==> config.mk <==
export PLATFORM = sky130hd
export DESIGN_NAME = axi_rr_id_arbiter
export DESIGN_NICKNAME = d
export VERILOG_FILES = /design/src/rtl/axi_rr_id_arbiter.sv
export SDC_FILE = /design/constraint.sdc
export NUM_CORES = 1
export LEC_CHECK = 0
export ABC_AREA = 1
export BUFFER_PORTS_ARGS = -buffer_cell sky130_fd_sc_hd__buf_2
export CAP_MARGIN = 10
export CORE_MARGIN = 2
export CORE_UTILIZATION = 42
export CTS_CLUSTER_DIAMETER = 150
export DETAILED_ROUTE_END_ITERATION = 7
export GPL_TIMING_DRIVEN = 0
export PLACE_DENSITY = 0.66
export SETUP_SLACK_MARGIN = 0.05
export SLEW_MARGIN = 25
export SYNTH_ARGS = -nofsm -noshare
export SYNTH_HDL_FRONTEND = slang
export SYNTH_SLANG_ARGS = --single-unit
==> constraint.sdc <==
create_clock -name ACLK -period 2.2 [get_ports ACLK]
set_clock_uncertainty 0.05 [all_clocks]
set_input_delay 0.11 -clock ACLK [delete_from_list [all_inputs] [get_ports ACLK]]
set_output_delay 0.11 -clock ACLK [all_outputs]
set_load 0.01 [all_outputs]
==> src/rtl/axi_rr_id_arbiter.sv <==
// 4-way round-robin arbiter driving the ID/data mux select; grant lands 1 cycle after req, the select stays locked until done.
// Backpressure: addr_valid is held until addr_ready; an optional watchdog aborts a DATA phase that never sees done.
module axi_rr_id_arbiter #(
  parameter logic [1:0]  START_PTR = 2'd0,
  parameter int unsigned WATCHDOG  = 0
) (
  input  logic       ACLK,
  input  logic       ARESETn,
  input  logic [3:0] req,
  input  logic       addr_ready,
  input  logic       done,
  output logic [3:0] grant,
  output logic [1:0] sel,
  output logic       addr_valid,
  output logic       busy,
  output logic       timeout
);

  typedef enum logic [1:0] {IDLE, ADDR, DATA} state_t;

  localparam bit          WD_EN   = (WATCHDOG != 0);
  localparam logic [15:0] WD_LAST = 16'(WATCHDOG - 1);

  state_t      state_q, state_d;
  logic [1:0]  ptr_q, ptr_d;
  logic [1:0]  sel_q, sel_d;
  logic [3:0]  grant_q, grant_d;
  logic        busy_q, busy_d;
  logic        timeout_q, timeout_d;
  logic [15:0] wd_cnt_q, wd_cnt_d;

  logic        start, finish, expire;
  logic        found;
  logic [1:0]  idx, winner;

  // Rotating priority scan starting at ptr.
  always_comb begin
    winner = ptr_q;
    found  = 1'b0;
    idx    = ptr_q;
    for (int i = 0; i < 4; i++) begin
      idx = ptr_q + 2'(i);
      if (!found && req[idx]) begin
        winner = idx;
        found  = 1'b1;
      end
    end
  end

  always_ff @(posedge ACLK or negedge ARESETn) begin
    if (!ARESETn) begin
      state_q   <= IDLE;
      ptr_q     <= START_PTR;
      sel_q     <= 2'd0;
      grant_q   <= 4'b0000;
      busy_q    <= 1'b0;
      timeout_q <= 1'b0;
      wd_cnt_q  <= 16'd0;
    end else begin
      state_q   <= state_d;
      ptr_q     <= ptr_d;
      sel_q     <= sel_d;
      grant_q   <= grant_d;
      busy_q    <= busy_d;
      timeout_q <= timeout_d;
      wd_cnt_q  <= wd_cnt_d;
    end
  end

  always_comb begin
    state_d = state_q;
    start   = 1'b0;
    finish  = 1'b0;
    expire  = 1'b0;
    unique case (state_q)
      IDLE: begin
        if (found) begin
          state_d = ADDR;
          start   = 1'b1;
        end
      end
      ADDR: begin
        // done is deliberately ignored here; only the address handshake or a withdrawal moves on.
        if (!req[sel_q]) begin
          state_d = IDLE;
          finish  = 1'b1;
        end else if (addr_ready) begin
          state_d = DATA;
        end
      end
      DATA: begin
        if (done) begin
          state_d = IDLE;
          finish  = 1'b1;
        end else if (WD_EN && (wd_cnt_q == WD_LAST)) begin
          state_d = IDLE;
          finish  = 1'b1;
          expire  = 1'b1;
        end
      end
      default: state_d = IDLE;
    endcase
  end

  always_comb begin
    sel_d     = sel_q;
    grant_d   = grant_q;
    busy_d    = busy_q;
    ptr_d     = ptr_q;
    timeout_d = expire;
    wd_cnt_d  = wd_cnt_q;
    if (start) begin
      sel_d   = winner;
      grant_d = 4'(1) << winner;
      busy_d  = 1'b1;
    end
    if (finish) begin
      grant_d = 4'b0000;
      busy_d  = 1'b0;
      ptr_d   = sel_q + 2'd1;
    end
    if (state_q == ADDR && state_d == DATA) begin
      wd_cnt_d = 16'd0;
    end else if (state_q == DATA && !done) begin
      wd_cnt_d = wd_cnt_q + 16'd1;
    end
  end

  assign addr_valid = (state_q == ADDR) & req[sel_q];
  assign grant      = grant_q;
  assign sel        = sel_q;
  assign busy       = busy_q;
  assign timeout    = timeout_q;

endmodule

==> run summary <==
Compound-Gate Fraction of Synth Area = 0.03771
first-pass GRT wire length = 3691 µm
number of synthesized flops with an enable pin = 0
Tcrit/Tclk final = 0.8120
first-pass detailed-route iteration total = 4
Max clock buf depth = 2
flops & latches, synth = 11
CTS sink cnt = 11
hpwl dp = 1760 µm
total power = 0.001875 W
Area Growth Syn to Fin = 14.36%
M1 WL = 1057 µm
crit-path cells = inv_2 > buf_6 > nand2_2 > nand2_2 > nand2_1 > nand2_1 > nand4_2 > nand2_1 > nand2_1 > nor2_1 > nand2_1 > nand2_1
Flop pwr share = 0.194
WL/cell = 10.30 µm
Core Area = 2255 µm²
# port buffers = 15
crit path capture type = flip-flop
routed via count = 1,006
Slowest-stage cell, CP = dfrtp_1
Comb power frac = 0.733
Starting Density = 0.4562
critical path launch point type = flip-flop
fin crit period = 1786 ps
GRT overflow = 0
yosys warns = 0
Switch Pwr = 0.001035 W
largest family of logic cells by synthesized area = simple AND/OR/NAND/NOR gates
die width = 53.49 µm
DRT iter0 DRCs = 20
Leak = 0.6931 nW
synth unique cells = 23
share of cells above drive strength 1 = 0.2308
Die H = 53.49 µm
XOR/XNOR share of the synthesized area = 0.008516
Clk pwr share = 0.073
Worst Path Arrival = 1950 ps
Synth async-reset ratio = 1.000
initial antenna violation count = 0
CP max stage delay = 450 ps
Final Setup Violations = 0
Internal = 0.0008398 W
Ant. Diodes = 0
post-CTS sizing = 0
largest net degree at the start of global routing = 12
Hold WS = 185.3 ps
Max Slew Vio Count = 0
Synth Net Count = 173
H-tree Lvls = 1
io pins = 17
PwrDens = 1594 nW/µm²
CP most frequent cell = nand2_1
fillers = 245
vias in the first global route = 901
vias per cell = 4.790
adder-cell share of the synthesized area = 0.03650
clk_lat worst skew = 270 ps
max frequency = 0.5598 GHz
met3 wire length = 44 µm
crit path kind = flip-flop to flip-flop
drt total wl = 2164 µm
Synth Instances = 162
Critical Path Fanout Max = 10
maximum VDD drop = 1.059 mV
most common flop cell mapped by yosys = dfrtp_1
Simple-Gate Fraction of Synth Area = 0.5426
Nets = 194
met2 wire len = 1063 µm
antenna violation net count after detailed routing = 0
Setup TNS Final = 0 ps
TritonCTS clock tree = built
CTS buffer count = 3
max_cap viols = 0
drt drc = 0
die area = 2861 µm²
RSZ-0062 raised after global routing = no
final-report hold violation count = 0
Sw Ratio = 0.5521
GP Congestion = 0.8104
Rows = 17
total track usage = 0.1760
mux share of post-synthesis cell area = 0
status = complete, no violations
Avg Cell Area, Syn = 6.349 µm²
critical path required time = 2360 ps
Seq/Total Area, Yosys = 0.2676
HP Class = input port to asynchronous set/reset pin
Final Util = 0.5216
Syn Std Cell Area = 1028 µm²
Top Layer Used = met3
clock root buffer = clkbuf_4
Clock transition at path regs = 70 ps
[synthesized netlist by cell type (2+ instances only)]
library cell	count	share of area
ha_1	3	0.037
o21ai_0	5	0.024
nand2_1	76	0.28
inv_4	2	0.012
inv_1	13	0.047
nand2_4	2	0.022
nand2_2	8	0.049
nand3_1	20	0.097
buf_6	2	0.022
inv_2	2	0.0073
nor2_1	5	0.018
buf_4	2	0.015
nand4_1	2	0.012
dfrtp_1	11	0.27
[layer usage]
metal,track usage,up-vias
li1,-,544
met1,0.2218,453
met2,0.3066,9
met3,0.04237,0
met4,0.02564,0
met5,0,-
[final cells by class]
class	instances	area, µm²	share of cell area
buffer	4	37.54	0.03191
clock buffer	3	22.52	0.01915
clock inverter	1	5.005	0.004255
inverter	17	68.82	0.05851
multi-input combinational	130	646.9	0.5500
sequential	11	275.3	0.2340
tap	28	35.03	0.02979
timing repair buffer	16	85.08	0.07234
[cell usage in the layout, fill, tap and decap left out]
cell	instances
nand2_1	76
nor2_1	5
a21oi_1	1
nand3_1	20
buf_6	2
buf_4	2
nor2_4	1
nand3b_1	1
dlygate4sd3_1	1
clkbuf_4	3
nand2_4	2
nand4_1	2
clkinv_2	1
xnor2_1	1
inv_2	2
inv_1	13
nand2_2	8
o21ai_2	1
buf_2	15
nand4_2	1
inv_4	2
o21ai_0	5
conb_1	1
nand3_4	1
ha_1	3
dfrtp_1	11
nor2_8	1
[stage by stage]
step	setup slack, ps	cell area (µm²)	std cells
2_1_floorplan	673.0	1028	162
3_3_place_gp	467.2	1139	205
3_5_place_dp	454.0	1139	205
4_1_cts	415.6	1176	210
5_1_grt	223.1	1176	210
6_report	413.6	1176	210
[worst max-delay path: cells and delay by family, from the launching register on]
kind | cells | cell delay [ps]
and+or+nand+nor | 10 | 960
buffers and inverters | 2 | 250
DFF | 1 | 450
[logic make-up (layout without fill, tap and decap cells)]
| group | after synthesis | after routing |
|---|---|---|
| flops | 11 | 11 |
| fa+ha+maj | 3 | 3 |
| buf+inv | 21 | 41 |
| other cells | 1 | 1 |
| xor+xnor | 1 | 1 |
| compound gates | 7 | 7 |
| simple gates | 118 | 118 |
[worst paths after layout]
| path | cells past startpoint | endpoint | slack, ps | from |
|---|---|---|---|---|
| max | 12 | grant[1] | 410 | ptr_q[0] |
| min | 2 | sel[0] | 190 | ARESETn |
| max reg2reg | 12 | grant[1] | 410 | ptr_q[0] |
| min reg2reg | 2 | grant[0] | 420 | grant[0] |
| max in group asynchronous | 2 | busy | 1710 | ARESETn |
| min in group ACLK | 5 | state_q[1] | 200 | done |
[what timing repair did]
| action | CTS | global route |
|---|---|---|
| endpoints found under the hold margin | 11 | 0 |
| hold buffers | 1 | 0 |
| setup buffers | 0 | 0 |
| endpoints found under the setup margin | 0 | 0 |
[state kept, by name (all words and copies together) (netlist names)]
| register | flops |
|---|---|
| grant | 4 |
| state_q | 2 |
| ptr_q | 2 |
| sel | 2 |
| busy | 1 |
[power groups by stage]
| stage | clock, W | combinational (W) | sequential [W] |
|---|---|---|---|
| finish | 0.000138 | 0.00137 | 0.000364 |
| CTS | 0.000143 | 0.00139 | 0.000365 |
| detailed placement | 0 | 0.00138 | 0.000369 |
| global route | 0.000153 | 0.00157 | 0.000375 |
| global placement | 0 | 0.00134 | 0.000369 |
| floorplan | 0 | 0.00108 | 0.000378 |
Power figures use the tool's default switching activity.
